### src/rtl/spi_frame_pkg.sv
// Shared constants and state encoding for the SPI frame loader.
// Latency: n/a (declarations only).
// Backpressure: n/a (declarations only).
package spi_frame_pkg;

    localparam logic [7:0] SYNC_BYTE_DEF = 8'hA5;
    localparam logic [7:0] CMD_WRITE     = 8'h01;
    localparam logic [7:0] CMD_EXEC      = 8'h02;

    typedef enum logic [2:0] {
        ST_IDLE,
        ST_CMD,
        ST_ADL,
        ST_ADH,
        ST_LNL,
        ST_LNH,
        ST_DATA,
        ST_CHK
    } state_t;

    function automatic logic cmd_known(input logic [7:0] cmd);
        return (cmd == CMD_WRITE) || (cmd == CMD_EXEC);
    endfunction

endpackage

### src/rtl/spi_frame_loader.sv
// Pops bytes from the SPI inbound FIFO, parses load frames, streams payload to memory.
// Latency: write/done/exec strobes appear one cycle after the byte that causes them is popped.
// Backpressure: pops only while d_avail_i and enable_i are high, never in consecutive cycles.
//
// Ports:
//   clk_i, reset_i         bus clock, asynchronous active-high reset
//   enable_i               loader enable; low aborts the frame and clears err_o
//   d_avail_i, data_i      FIFO not-empty flag and head byte
//   rd_o                   FIFO pop strobe
//   adr_o, data_o, wr_o    memory write port
//   exec_o, exec_adr_o     execute pulse and held start address
//   busy_o, done_o, err_o  frame in progress, good frame pulse, sticky error
module spi_frame_loader
    import spi_frame_pkg::*;
#(
    parameter logic [7:0] SYNC_BYTE = SYNC_BYTE_DEF,
    parameter int          ADR_W     = 16
) (
    input  logic             clk_i,
    input  logic             reset_i,
    input  logic             enable_i,
    input  logic             d_avail_i,
    input  logic [7:0]       data_i,
    output logic             rd_o,
    output logic [ADR_W-1:0] adr_o,
    output logic [7:0]       data_o,
    output logic             wr_o,
    output logic             exec_o,
    output logic [ADR_W-1:0] exec_adr_o,
    output logic             busy_o,
    output logic             done_o,
    output logic             err_o
);

    state_t           state_q, state_d;
    logic             rd_q;
    logic             en_q;
    logic [7:0]       cmd_q;
    logic [7:0]       len_lo_q;
    logic [15:0]      cnt_q;
    logic [7:0]       sum_q;
    logic [ADR_W-1:0] adr_q;
    logic [ADR_W-1:0] exec_adr_q;
    logic [7:0]       data_q;
    logic             wr_q;
    logic             done_q;
    logic             exec_q;
    logic             err_q;

    logic             pop;
    logic [15:0]      len_c;
    logic             bad_cmd_c;
    logic             bad_len_c;
    logic             chk_c;
    logic             chk_ok_c;

    // State register
    always_ff @(posedge clk_i or posedge reset_i) begin
        if (reset_i) begin
            state_q <= ST_IDLE;
        end else begin
            state_q <= state_d;
        end
    end

    // Next-state logic: every state consumes one byte per pop.
    always_comb begin
        state_d = state_q;
        if (pop) begin
            case (state_q)
                ST_IDLE: if (data_i == SYNC_BYTE) state_d = ST_CMD;
                ST_CMD:  state_d = cmd_known(data_i) ? ST_ADL : ST_IDLE;
                ST_ADL:  state_d = ST_ADH;
                ST_ADH:  state_d = ST_LNL;
                ST_LNL:  state_d = ST_LNH;
                ST_LNH: begin
                    if (bad_len_c)        state_d = ST_IDLE;
                    else if (len_c == '0) state_d = ST_CHK;
                    else                  state_d = ST_DATA;
                end
                ST_DATA: if (cnt_q == 16'd1) state_d = ST_CHK;
                ST_CHK:  state_d = ST_IDLE;
                default: state_d = ST_IDLE;
            endcase
        end
        if (!enable_i) state_d = ST_IDLE;
    end

    // Output / event decode. The pop is held off for one cycle after each
    // pop so the FIFO flags settle; reset also masks it so rd_o is quiet.
    always_comb begin
        pop       = enable_i & d_avail_i & ~rd_q & ~reset_i;
        rd_o      = pop;
        busy_o    = (state_q != ST_IDLE);
        len_c     = {data_i, len_lo_q};
        bad_cmd_c = pop & (state_q == ST_CMD) & ~cmd_known(data_i);
        bad_len_c = pop & (state_q == ST_LNH) & (cmd_q == CMD_EXEC) & (len_c != '0);
        chk_c     = pop & (state_q == ST_CHK);
        chk_ok_c  = chk_c & (sum_q == data_i);
    end

    // Datapath: frame fields, checksum, payload stream and status flags.
    always_ff @(posedge clk_i or posedge reset_i) begin
        if (reset_i) begin
            rd_q       <= 1'b0;
            en_q       <= 1'b0;
            cmd_q      <= '0;
            len_lo_q   <= '0;
            cnt_q      <= '0;
            sum_q      <= '0;
            adr_q      <= '0;
            exec_adr_q <= '0;
            data_q     <= '0;
            wr_q       <= 1'b0;
            done_q     <= 1'b0;
            exec_q     <= 1'b0;
            err_q      <= 1'b0;
        end else begin
            rd_q   <= pop;
            en_q   <= enable_i;
            wr_q   <= 1'b0;
            done_q <= 1'b0;
            exec_q <= 1'b0;

            if (pop) begin
                case (state_q)
                    ST_IDLE: sum_q <= '0;
                    ST_CMD: begin
                        cmd_q <= data_i;
                        sum_q <= sum_q + data_i;
                    end
                    ST_ADL: begin
                        adr_q <= ADR_W'(data_i);
                        sum_q <= sum_q + data_i;
                    end
                    ST_ADH: begin
                        adr_q <= ADR_W'({data_i, adr_q[7:0]});
                        sum_q <= sum_q + data_i;
                    end
                    ST_LNL: begin
                        len_lo_q <= data_i;
                        sum_q    <= sum_q + data_i;
                    end
                    ST_LNH: begin
                        cnt_q <= len_c;
                        sum_q <= sum_q + data_i;
                    end
                    ST_DATA: begin
                        wr_q   <= 1'b1;
                        data_q <= data_i;
                        cnt_q  <= cnt_q - 16'd1;
                        sum_q  <= sum_q + data_i;
                    end
                    ST_CHK: begin
                        if (chk_ok_c) begin
                            done_q <= 1'b1;
                            if (cmd_q == CMD_EXEC) begin
                                exec_q     <= 1'b1;
                                exec_adr_q <= adr_q;
                            end
                        end
                    end
                    default: ;
                endcase
            end

            // Address advances after the write it belongs to; wraps freely.
            if (wr_q) adr_q <= adr_q + ADR_W'(1);

            if (en_q & ~enable_i)
                err_q <= 1'b0;
            else if (bad_cmd_c | bad_len_c | (chk_c & ~chk_ok_c))
                err_q <= 1'b1;
        end
    end

    // Strobes are suppressed as soon as the loader is disabled.
    assign wr_o       = wr_q & enable_i;
    assign done_o     = done_q & enable_i;
    assign exec_o     = exec_q & enable_i;
    assign adr_o      = adr_q;
    assign data_o     = data_q;
    assign exec_adr_o = exec_adr_q;
    assign err_o      = err_q;

endmodule

### config.mk
export PLATFORM = sky130hd
export DESIGN_NAME = spi_frame_loader
export DESIGN_NICKNAME = d
export VERILOG_FILES = /design/src/rtl/spi_frame_pkg.sv /design/src/rtl/spi_frame_loader.sv
export SDC_FILE = /design/constraint.sdc
export NUM_CORES = 1
export LEC_CHECK = 0
export BUFFER_PORTS_ARGS = -buffer_cell sky130_fd_sc_hd__buf_2
export CAP_MARGIN = 30
export CORE_UTILIZATION = 45
export DETAILED_ROUTE_END_ITERATION = 7
export PLACE_DENSITY_LB_ADDON = 0.05
export SETUP_SLACK_MARGIN = 0.4
export SLEW_MARGIN = 20
export SYNTH_ARGS = -nofsm -noshare
export SYNTH_HDL_FRONTEND = slang
export SYNTH_SLANG_ARGS = --single-unit
### constraint.sdc
create_clock -name clk_i -period 4 [get_ports clk_i]
set_clock_uncertainty 0.1 [all_clocks]
set_input_delay 0.8 -clock clk_i [delete_from_list [all_inputs] [get_ports clk_i]]
set_output_delay 0.8 -clock clk_i [all_outputs]
set_load 0.05 [all_outputs]
==> impl_metrics.py <==
metrics = {
    "synth": {
        "yosysWarnings": 0,
        "synth.top_cells.by_area": "dfrtp_1 48%, nand2_1 8.6%, a21oi_1 4.5%, nor2_1 3.7%, mux2_2 3.4%",
        "netlist.area_leader.share_pct": 48.4,
        "ys_ff_latch": 89,
        "synth_area_per_cell_um2": 8.99,
        "synth_common_cells": "105 x nand2_1, 89 x dfrtp_1, 45 x nor2_1",
        "synth-edff-count": 0,
        "synth_ff_type": "dfrtp_1",
        "synth_most_common_cell": "nand2_1",
        "synth_fp_nets": 535,
        "synth_area_um2": 4600,
        "ys_seq_area_share_pct": 48.4,
        "synth_cells": 512,
        "postSynth.asyncResetShare_pct": 100,
        "synth_cell_types": 64,
        "yosysTopAreaCell": "dfrtp_1",
    },
    "cts": {
        "cts_setup_buffers": 0,
        "clk_latency_ns": 0.36,
        "cts_root_buf": "clkbuf_8",
        "clkTransAtPathRegs_ns": 0.09,
        "ctsResizeCount": 0,
        "clk_path_buf_depth": 2,
        "cts_tree": "built",
        "cts_sinks": 89,
        "cts_inserted_buffers": 9,
        "htree_levels": 3,
        "ctsHoldBuffers": 0,
    },
    "die": {
        "pin_count": 58,
        "coreArea_um2": 9860,
        "fp.dieW_um": 103,
        "start_util_pct": 46.7,
        "die_area_um2": 10600,
        "die_h_um": 103,
        "num_rows": 36,
    },
    "place": {
        "dpl.hpwl_um": 8260,
        "port-buffer-count": 57,
        "place.gp.congestion": 0.838,
        "dp_slack_ns": 0.756,
        "placed_cell_area_um2": 4990,
    },
    "global_route": {
        "antenna_found_initial": 0,
        "grt_first_pass_wirelength_um": 19100,
        "grt_usage_pct": 23.9,
        "grt_max_degree": 44,
        "grt-ovfl-total": 0,
        "grt_pass1_vias": 3786,
    },
    "routing": {
        "firstDrtPassIters": 4,
        "vias": 3986,
        "wl_um": 11700,
        "via_per_inst": 5.69,
        "wl_per_cell_um": 16.7,
        "drc": 0,
        "drt_first_iter_violations": 203,
        "antenna_left": 0,
    },
    "timing": {
        "tightest_slew_ns": 0.810,
        "finalHoldViolations": 0,
        "holdWs_ns": 0.364,
        "period_needed_ns": 3.13,
        "slew_viol_final": 0,
        "setup_ws_ns": 0.875,
        "fin_tns_setup_ns": 0,
        "rsz0062_at_grt": "false",
        "fin_crit_sh_pct": 78.1,
        "slew_headroom_pct": 46.0,
        "setup_viol": 0,
        "max_freq_mhz": 320,
    },
    "hold_path": {
        "hold_class": "reg -> reg",
        "min_from": "exec_adr_o[1]",
    },
    "power_and_ir_drop": {
        "ir_drop_mv": 0.125,
        "power_density_nw_per_um2": 299,
        "leakage_nw": 2.51,
    },
    "cells_and_area": {
        "antennaDiodeCount": 0,
        "fin_nets": 587,
        "areaGrowthSynthToFinish_pct": 12.0,
        "final_layout_size_suffix_gt1_share_pct": 17.6,
        "final_area_um2": 5160,
    },
    "outcome": {
        "outcome": "finished, final reports clean",
    },
    "worst_setup_path": {
        "start_kind": "primary input",
        "arrival_ns": 2.23,
        "r2r_start": "rd_q",
        "r2r_slack_ns": 1.36,
        "cp-startpoint": "enable_i",
        "critPathCaptureType": "primary output",
        "crit_fanout": 18,
        "worstSetupPathType": "in -> out",
        "cpMostUsedCell": "buf_2",
        "critPathMaxStageDelay_ns": 0.46,
        "slowest_stage": "inv_2",
        "required_ns": 3.10,
        "cp_cell_sequence": "buf_2 -> nand4bb_1 -> inv_2 -> buf_2",
    },
    "job": {
        "drv_cap": 0,
    },
}
worst paths after layout:
| path | to | cells after the start |
|---|---|---|
| setup / recovery | rd_o | 4 |
| hold / removal | exec_adr_o[1] | 2 |
| setup reg to reg | cnt_q[14] | 7 |
| hold reg to reg | exec_adr_o[1] | 2 |
| max in group asynchronous | cnt_q[3] | 3 |
| min in group asynchronous | rd_q | 2 |
metal layers:
metal	vias to the layer above	global-route usage (%)	wire length (um)
met5	-	0	0
met4	0	8.02	141
met3	11	2.92	475
met2	109	39.7	5620
met1	1929	32.4	5470
li1	1937	-	-
worst max-delay path: cells and delay by family:
kind | cells | cell delay (ns)
buffers and inverters | 3 | 1.00
and+or+nand+nor | 1 | 0.42
stage by stage:
step                cells  util [%]  power (mW)
floorplan             512         -       0.976
global placement      686      50.6        1.01
detailed placement    686      50.6        1.01
CTS                   701      52.3        1.56
global route          701      52.3        1.61
finish                701      52.3        1.54
registers in the layout, summed over array words and instances, names as in the netlist:
register	flops
exec_adr_o	16
cmd_q	8
done_q	1
adr_o	16
err_o	1
sum_q	8
data_o	8
wr_q	1
cnt_q	16
len_lo_q	8
en_q	1
state_q	3
rd_q	1
exec_q	1
area by class of cell:
| class | instances | area (um2) |
|---|---|---|
| sequential | 89 | 2230 |
| timing repair buffer | 63 | 330 |
| clock inverter | 3 | 17.5 |
| multi-input combinational | 385 | 2210 |
| tap | 133 | 166 |
| clock buffer | 12 | 145 |
| fill | 938 | 4710 |
| inverter | 16 | 61.3 |
power by group:
group / internal [mW] / switching, mW
clock: 0.238 / 0.312
combinational: 0.0191 / 0.0646
sequential: 0.903 / 0.00460
total: 1.16 / 0.381
cells by family (layout without fill, tap and decap cells):
group | after synthesis | in the layout | share of synthesized area (%)
compound gates | 126 | 126 | 17.5
xor+xnor | 4 | 4 | 0.761
fa+ha+maj | 11 | 11 | 3.15
buf+inv | 38 | 94 | 3.62
flops | 89 | 89 | 48.4
mux | 15 | 15 | 3.64
simple gates | 229 | 229 | 23.0
placed cells by master (no fill, tap or decap), types with 6 or more instances in the layout:
| cell | count |
|---|---|
| clkbuf_8 | 10 |
| a21oi_1 | 41 |
| inv_1 | 14 |
| ha_1 | 10 |
| nand3_1 | 19 |
| a211oi_1 | 7 |
| nor4_1 | 7 |
| buf_4 | 6 |
| mux2_2 | 14 |
| o21ai_0 | 26 |
| nor3_1 | 12 |
| buf_2 | 57 |
| dfrtp_1 | 89 |
| nand2_1 | 105 |
| o22ai_1 | 7 |
| nor2_1 | 45 |
Power figures use the tool's default switching activity.
